==> src/rtl/control_unit.sv <==
// Hardwired multi-cycle Mini SRC control unit: three fetch steps, then up to five
// execute steps decoded from the opcode in IR[31:27] and the branch condition flip-flop.
module control_unit #(
    parameter int             OPW    = 5,
    parameter logic [OPW-1:0] ADD_OP = 5'b00011
) (
    input  logic           Clock,
    input  logic           Clear,
    input  logic [31:0]    IR,
    input  logic           CON_FF,
    output logic           Run,
    output logic [OPW-1:0] alu_op,
    output logic           PCout, MDRout, ZHighout, ZLowout, HIout,
    output logic           LOout, InPortout, Cout, BAout, R_out,
    output logic           PC_enable, IncPC, MAR_enable, MDR_enable, MDR_read,
    output logic           IR_enable, Y_enable, ZLowIn, ZHighIn,
    output logic           HI_enable, LO_enable, R_in, CON_enable, OutPort_enable, RAM_write,
    output logic           Gra, Grb, Grc
);
    typedef enum logic [3:0] {
        S_RST, S_T0, S_T1, S_T2, S_T3, S_T4, S_T5, S_T6, S_T7, S_HALT
    } step_e;

    localparam logic [OPW-1:0] OP_LD   = 5'b00000, OP_LDI  = 5'b00001, OP_ST   = 5'b00010;
    localparam logic [OPW-1:0] OP_ADD  = 5'b00011, OP_SUB  = 5'b00100, OP_AND  = 5'b00101;
    localparam logic [OPW-1:0] OP_OR   = 5'b00110, OP_SHR  = 5'b00111, OP_SHL  = 5'b01000;
    localparam logic [OPW-1:0] OP_ROR  = 5'b01001, OP_ROL  = 5'b01010, OP_ADDI = 5'b01011;
    localparam logic [OPW-1:0] OP_ANDI = 5'b01100, OP_ORI  = 5'b01101, OP_MUL  = 5'b01110;
    localparam logic [OPW-1:0] OP_DIV  = 5'b01111, OP_NEG  = 5'b10000, OP_NOT  = 5'b10001;
    localparam logic [OPW-1:0] OP_BR   = 5'b10010, OP_JR   = 5'b10011, OP_IN   = 5'b10101;
    localparam logic [OPW-1:0] OP_OUT  = 5'b10110, OP_MFHI = 5'b10111, OP_MFLO = 5'b11000;
    localparam logic [OPW-1:0] OP_HALT = 5'b11010;

    step_e          step_q, step_d;
    step_e          last_s;
    logic [OPW-1:0] op_s;
    logic           ir_unused_s;

    assign op_s        = IR[31:32-OPW];
    assign ir_unused_s = ^IR[31-OPW:0];

    // Final execute step of each instruction class; the step after it is the next fetch.
    always_comb begin
        last_s = S_T3;
        case (op_s)
            OP_ADD, OP_SUB, OP_AND, OP_OR, OP_SHR, OP_SHL, OP_ROR, OP_ROL,
            OP_ADDI, OP_ANDI, OP_ORI, OP_LDI: last_s = S_T5;
            OP_MUL, OP_DIV, OP_BR:            last_s = S_T6;
            OP_NEG, OP_NOT:                   last_s = S_T4;
            OP_LD, OP_ST:                     last_s = S_T7;
            default:                          last_s = S_T3;
        endcase
    end

    // Step sequencing: fetch T0-T2, execute up to last_s, halt parks until Clear.
    always_comb begin
        step_d = step_q;
        case (step_q)
            S_RST:   step_d = S_T0;
            S_T0:    step_d = S_T1;
            S_T1:    step_d = S_T2;
            S_T2:    step_d = S_T3;
            S_T3:    step_d = (op_s == OP_HALT) ? S_HALT : ((last_s == S_T3) ? S_T0 : S_T4);
            S_T4:    step_d = (last_s == S_T4) ? S_T0 : S_T5;
            S_T5:    step_d = (last_s == S_T5) ? S_T0 : S_T6;
            S_T6:    step_d = (last_s == S_T6) ? S_T0 : S_T7;
            S_T7:    step_d = S_T0;
            S_HALT:  step_d = S_HALT;
            default: step_d = S_RST;
        endcase
    end

    // Step register; Clear wins over every step including HALT.
    always_ff @(posedge Clock) begin
        if (Clear) begin
            step_q <= S_RST;
        end else begin
            step_q <= step_d;
        end
    end

    // Strobe decode of (step, opcode, CON_FF); IR is already the new instruction from T3 on.
    always_comb begin
        Run = (step_q != S_HALT);
        alu_op = '0;
        {PCout, MDRout, ZHighout, ZLowout, HIout, LOout, InPortout, Cout, BAout, R_out} = 10'd0;
        {PC_enable, IncPC, MAR_enable, MDR_enable, MDR_read, IR_enable, Y_enable, ZLowIn, ZHighIn} = 9'd0;
        {HI_enable, LO_enable, R_in, CON_enable, OutPort_enable, RAM_write} = 6'd0;
        {Gra, Grb, Grc} = 3'd0;
        case (step_q)
            S_T0: begin PCout = 1'b1; MAR_enable = 1'b1; IncPC = 1'b1; ZLowIn = 1'b1; end
            S_T1: begin ZLowout = 1'b1; PC_enable = 1'b1; MDR_read = 1'b1; MDR_enable = 1'b1; end
            S_T2: begin MDRout = 1'b1; IR_enable = 1'b1; end
            S_T3: begin
                case (op_s)
                    OP_ADD, OP_SUB, OP_AND, OP_OR, OP_SHR, OP_SHL, OP_ROR, OP_ROL,
                    OP_ADDI, OP_ANDI, OP_ORI: begin Grb = 1'b1; R_out = 1'b1; Y_enable = 1'b1; end
                    OP_MUL, OP_DIV:   begin Gra = 1'b1; R_out = 1'b1; Y_enable = 1'b1; end
                    OP_NEG, OP_NOT:   begin Grb = 1'b1; R_out = 1'b1; alu_op = op_s; ZLowIn = 1'b1; end
                    OP_LD, OP_LDI, OP_ST: begin Grb = 1'b1; BAout = 1'b1; Y_enable = 1'b1; end
                    OP_BR:   begin Gra = 1'b1; R_out = 1'b1; CON_enable = 1'b1; end
                    OP_JR:   begin Gra = 1'b1; R_out = 1'b1; PC_enable = 1'b1; end
                    OP_IN:   begin InPortout = 1'b1; Gra = 1'b1; R_in = 1'b1; end
                    OP_OUT:  begin Gra = 1'b1; R_out = 1'b1; OutPort_enable = 1'b1; end
                    OP_MFHI: begin HIout = 1'b1; Gra = 1'b1; R_in = 1'b1; end
                    OP_MFLO: begin LOout = 1'b1; Gra = 1'b1; R_in = 1'b1; end
                    default: ;
                endcase
            end
            S_T4: begin
                case (op_s)
                    OP_ADD, OP_SUB, OP_AND, OP_OR, OP_SHR, OP_SHL, OP_ROR, OP_ROL:
                        begin Grc = 1'b1; R_out = 1'b1; alu_op = op_s; ZLowIn = 1'b1; end
                    OP_ADDI, OP_ANDI, OP_ORI: begin Cout = 1'b1; alu_op = op_s; ZLowIn = 1'b1; end
                    OP_MUL, OP_DIV:
                        begin Grb = 1'b1; R_out = 1'b1; alu_op = op_s; ZLowIn = 1'b1; ZHighIn = 1'b1; end
                    OP_NEG, OP_NOT:   begin ZLowout = 1'b1; Gra = 1'b1; R_in = 1'b1; end
                    OP_LD, OP_LDI, OP_ST: begin Cout = 1'b1; alu_op = ADD_OP; ZLowIn = 1'b1; end
                    OP_BR:   begin PCout = 1'b1; Y_enable = 1'b1; end
                    default: ;
                endcase
            end
            S_T5: begin
                case (op_s)
                    OP_ADD, OP_SUB, OP_AND, OP_OR, OP_SHR, OP_SHL, OP_ROR, OP_ROL,
                    OP_ADDI, OP_ANDI, OP_ORI, OP_LDI: begin ZLowout = 1'b1; Gra = 1'b1; R_in = 1'b1; end
                    OP_MUL, OP_DIV: begin ZLowout = 1'b1; LO_enable = 1'b1; end
                    OP_LD, OP_ST:   begin ZLowout = 1'b1; MAR_enable = 1'b1; end
                    OP_BR:          begin Cout = 1'b1; alu_op = ADD_OP; ZLowIn = 1'b1; end
                    default: ;
                endcase
            end
            S_T6: begin
                case (op_s)
                    OP_MUL, OP_DIV: begin ZHighout = 1'b1; HI_enable = 1'b1; end
                    OP_LD:          begin MDR_read = 1'b1; MDR_enable = 1'b1; end
                    OP_ST:          begin Gra = 1'b1; R_out = 1'b1; MDR_enable = 1'b1; end
                    OP_BR: begin
                        if (CON_FF) begin
                            ZLowout = 1'b1; PC_enable = 1'b1;
                        end else begin
                            ZLowout = 1'b0; PC_enable = 1'b0;
                        end
                    end
                    default: ;
                endcase
            end
            S_T7: begin
                case (op_s)
                    OP_LD:   begin MDRout = 1'b1; Gra = 1'b1; R_in = 1'b1; end
                    OP_ST:   RAM_write = 1'b1;
                    default: ;
                endcase
            end
            default: ;
        endcase
    end
endmodule

==> config.mk <==
export PLATFORM = sky130hd
export DESIGN_NAME = control_unit
export DESIGN_NICKNAME = d
export VERILOG_FILES = /design/src/rtl/control_unit.sv
export SDC_FILE = /design/constraint.sdc
export NUM_CORES = 1
export LEC_CHECK = 0
export BUFFER_PORTS_ARGS = -buffer_cell sky130_fd_sc_hd__buf_4
export CELL_PAD_IN_SITES_DETAIL_PLACEMENT = 0
export CELL_PAD_IN_SITES_GLOBAL_PLACEMENT = 1
export CORE_ASPECT_RATIO = 1.25
export CORE_MARGIN = 3
export CORE_UTILIZATION = 29
export CTS_CLUSTER_DIAMETER = 200
export DETAILED_ROUTE_END_ITERATION = 8
export PLACE_DENSITY_LB_ADDON = 0.1
export SETUP_SLACK_MARGIN = 0.02
export SKIP_CTS_REPAIR_TIMING = 1
export SYNTH_ARGS = -nofsm -noshare
export SYNTH_HDL_FRONTEND = slang
export SYNTH_SLANG_ARGS = --single-unit
==> constraint.sdc <==
create_clock -name Clock -period 2.99 [get_ports Clock]
set_input_delay 0.598 -clock Clock [delete_from_list [all_inputs] [get_ports Clock]]
set_output_delay 0.598 -clock Clock [all_outputs]
set_load 0.05 [all_outputs]
==> impl_results.md <==
* Outcome: finished clean
* Hold Path Sink: step_q[1]
* Core area at between 3000 and 4000 um^2
* DR iter-0 viols at between 40 and 50
* Post-synth top flop: dfxtp_1
* Worst R2R Start: step_q[0]
* Total track usage at 0.166
* Cells after Synth at 147
* Share of cells above drive strength 1 at 0.337
* Routed length per instance at 16.7 um
* # IOs at 69
* Leading area contributor after synthesis: dfxtp_1
* Die X-Extent at between 50 and 60 um
* Unique cell type count in the Yosys netlist at 52
* PortBufs at between 40 and 50
* RePlAce Congestion at 0.803
* Syn_area_per_cell at between 6 and 7 um^2
* Pre-antenna DRT Iters at 4
* CP Class: flip-flop to output port
* Top cells by area, synth: dfxtp_1 (7.9%), nor2_1 (5.6%), a21oi_1 (5.0%)
* Longest Clk Path Bufs at 2
* Post-DRT Antenna Nets at 0
* First-pass GRT wire length at 5.62 mm
* Hpwl dp at 2.55 mm
* CTS H-tree depth at 1
* P_sw at 151 uW
* Pint at around 200 uW
* # fillers at 371
* CP Launch Type: flip-flop
* Sequential share of the synthesized area at 0.0793
* Synth top area share at 0.0793
* Vias after detailed routing at 1210
* TritonCTS buffer count at 3
* Pwr Density at between 200 and 300 nW/um^2
* Min-Delay Path Class: input pin to flip-flop
* Final Hold Fails at 0
* Clock power share at 0.320
* CTS sink cnt at 4
* Finished Layout Cells at between 200 and 250
* Post-Route WL at 3.54 mm
* Area growth syn-to-layout at 30.6%
* Initial antenna violation count at 0
* Tmin final at approximately 2.7 ns
* Setup Viol. Count Final at 0
* Clk Latency, worst-skew pair at 0.21 ns
* Gr ovfl total at 0
* Post-synth top cells: nor2_1 (15), nand2_1 (12), a21oi_1 (10), o21ai_0 (10)
* Max reg flops at 4
* Setup_tns at 0 ns
* Reg power frac at 0.209
* Die ar. at 4230 um^2
* Synth warn at 0
* Switching share of power at 0.434
* Crit Path Max Fanout at 18
* Data required, critical path at 2.39 ns
* Worst-Margin Slew at roughly 0.74 ns
* Area occupied by multi-input gates at 817 um^2
* Largest net degree at the start of global routing at 27
* Final nets at ~210
* Post-synth ARST share at 0
* Placed cells at between 200 and 250
* Comb power frac at 0.471
* Endpoint type of the worst setup path: output port
* Clock tree root buffer cell: clkbuf_8
* Net Count, Synth at 182
* FF-to-FF path depth at 4
* P_leak at around 0.00054 uW
* Die height at 72.0 um
* Achievable Freq at 0.372 GHz
* Vias per cell at 5.71
* Peak VDD IR at 292 uV
* FF+latch area at 80.1 um^2
* Maxcap violations at 0
* Largest registers: step_q (4)
* Critical path data arrival time at 2.09 ns
* Yosys reg bits at 4
* Drt drc at 0
* CTS tree: done
* Hold path cells at 3
* Most frequent cell after synthesis: nor2_1
* Num rows at 23
* Pwr Total at 347 uW
* Synth Cell Area at 1010 um^2
* Pins Over Slew Limit at 0
* Core Util, Final at 0.402
* Reg2reg end: step_q[0]
* Hold path start: Clear
* Post-place setup slack at 0.348 ns
* Rel. slew slack at 0.507
* Initial Utilization at 0.308
* Clock transition at path regs at 0.03 ns
* Reg-to-reg setup timing slack at 1.31 ns
* Max Clock Skew at 0.000644 ns
* N_diodes at 0
* Post-synth EDFFs at 0
* RSZ-0062 raised after global routing: false
* Top reg by flops: step_q
* Worst setup margin at between 0.3 and 0.4 ns
* Fin crit share at 0.899
* Vias in the first global route at 1165
==> final cells by class <==
cell class | instances | area share
Tap cell | 37 | 0.0351
Multi-Input combinational cell | 120 | 0.620
Timing Repair Buffer | 41 | 0.233
Sequential cell | 4 | 0.0607
Clock buffer | 3 | 0.0313
Inverter | 7 | 0.0199
==> power groups by stage <==
| stage | clock network, uW | logic (uW) | registers (uW) |
|---|---|---|---|
| after detailed placement | 0 | 163 | 72.9 |
| after CTS | 113 | 164 | 72.2 |
| final | 111 | 164 | 72.5 |
| after floorplan | 0 | 135 | 60.8 |
| after global placement | 0 | 162 | 72.8 |
| after global routing | 118 | 175 | 73.8 |
==> worst max path at each step <==
stage                     slack (ns)  startpoint  cells after the start       end
after floorplan               -0.009      IR[31]                      4  ZHighout
after global placement          0.37      IR[31]                      6   ZLowout
after detailed placement        0.35      IR[31]                      6   ZLowout
after CTS                       0.32   step_q[0]                      5   ZLowout
after global routing            0.13   step_q[2]                      4    ZLowIn
final                           0.30   step_q[0]                      5   ZLowout
==> routing by layer <==
metal / GRT usage / vias up / part of all wire
li1: - / 601 / -
met5: 0 / - / 0
met1: 0.219 / 562 / 0.43
met2: 0.284 / 43 / 0.51
met4: 0.0453 / 0 / 0.0091
met3: 0.0178 / 4 / 0.052
==> logic make-up after synthesis <==
kind of cell / Yosys count / share of synthesized area
buffers and inverters: 23 / 0.131
and+or+nand+nor: 80 / 0.535
DFF: 4 / 0.0793
muxes: 1 / 0.00991
AOI/OAI and AO/OA: 39 / 0.244
==> per-stage QoR <==
stage | hold WS (ns) | cell area [um^2]
after detailed placement | 0.796 | 1280
after global placement | 0.771 | 1280
after floorplan | 0.618 | 1030
after CTS | 0.740 | 1320
final | 0.742 | 1320
after global routing | 0.748 | 1320
==> critical path, cell delays in order, from the launching register on <==
cell and delay (ns):
dfxtp_1 0.79, and3_1 0.26, a31oi_1 0.08, or3_1 0.38, o211ai_1 0.13, buf_4 0.24
==> layout by cell type, fill, tap and decap left out, types with 2 or more instances in the layout <==
cell type	netlist	final
o22ai_1	2	2
nor3b_2	1	2
nand4_1	6	6
dfxtp_1	4	4
o21ai_0	10	10
inv_1	7	7
nor3b_1	3	2
nand3_1	7	7
buf_4	4	41
nor2_1	15	15
a31oi_1	4	4
or3_1	2	2
o211ai_1	2	2
nor3_1	2	2
a21oi_1	10	10
nor2b_1	7	7
clkbuf_8	0	3
nor4b_1	2	2
nand2_1	12	12
or2_2	2	2
and3_1	2	2
and2_1	3	3
Power figures use the tool's default switching activity.
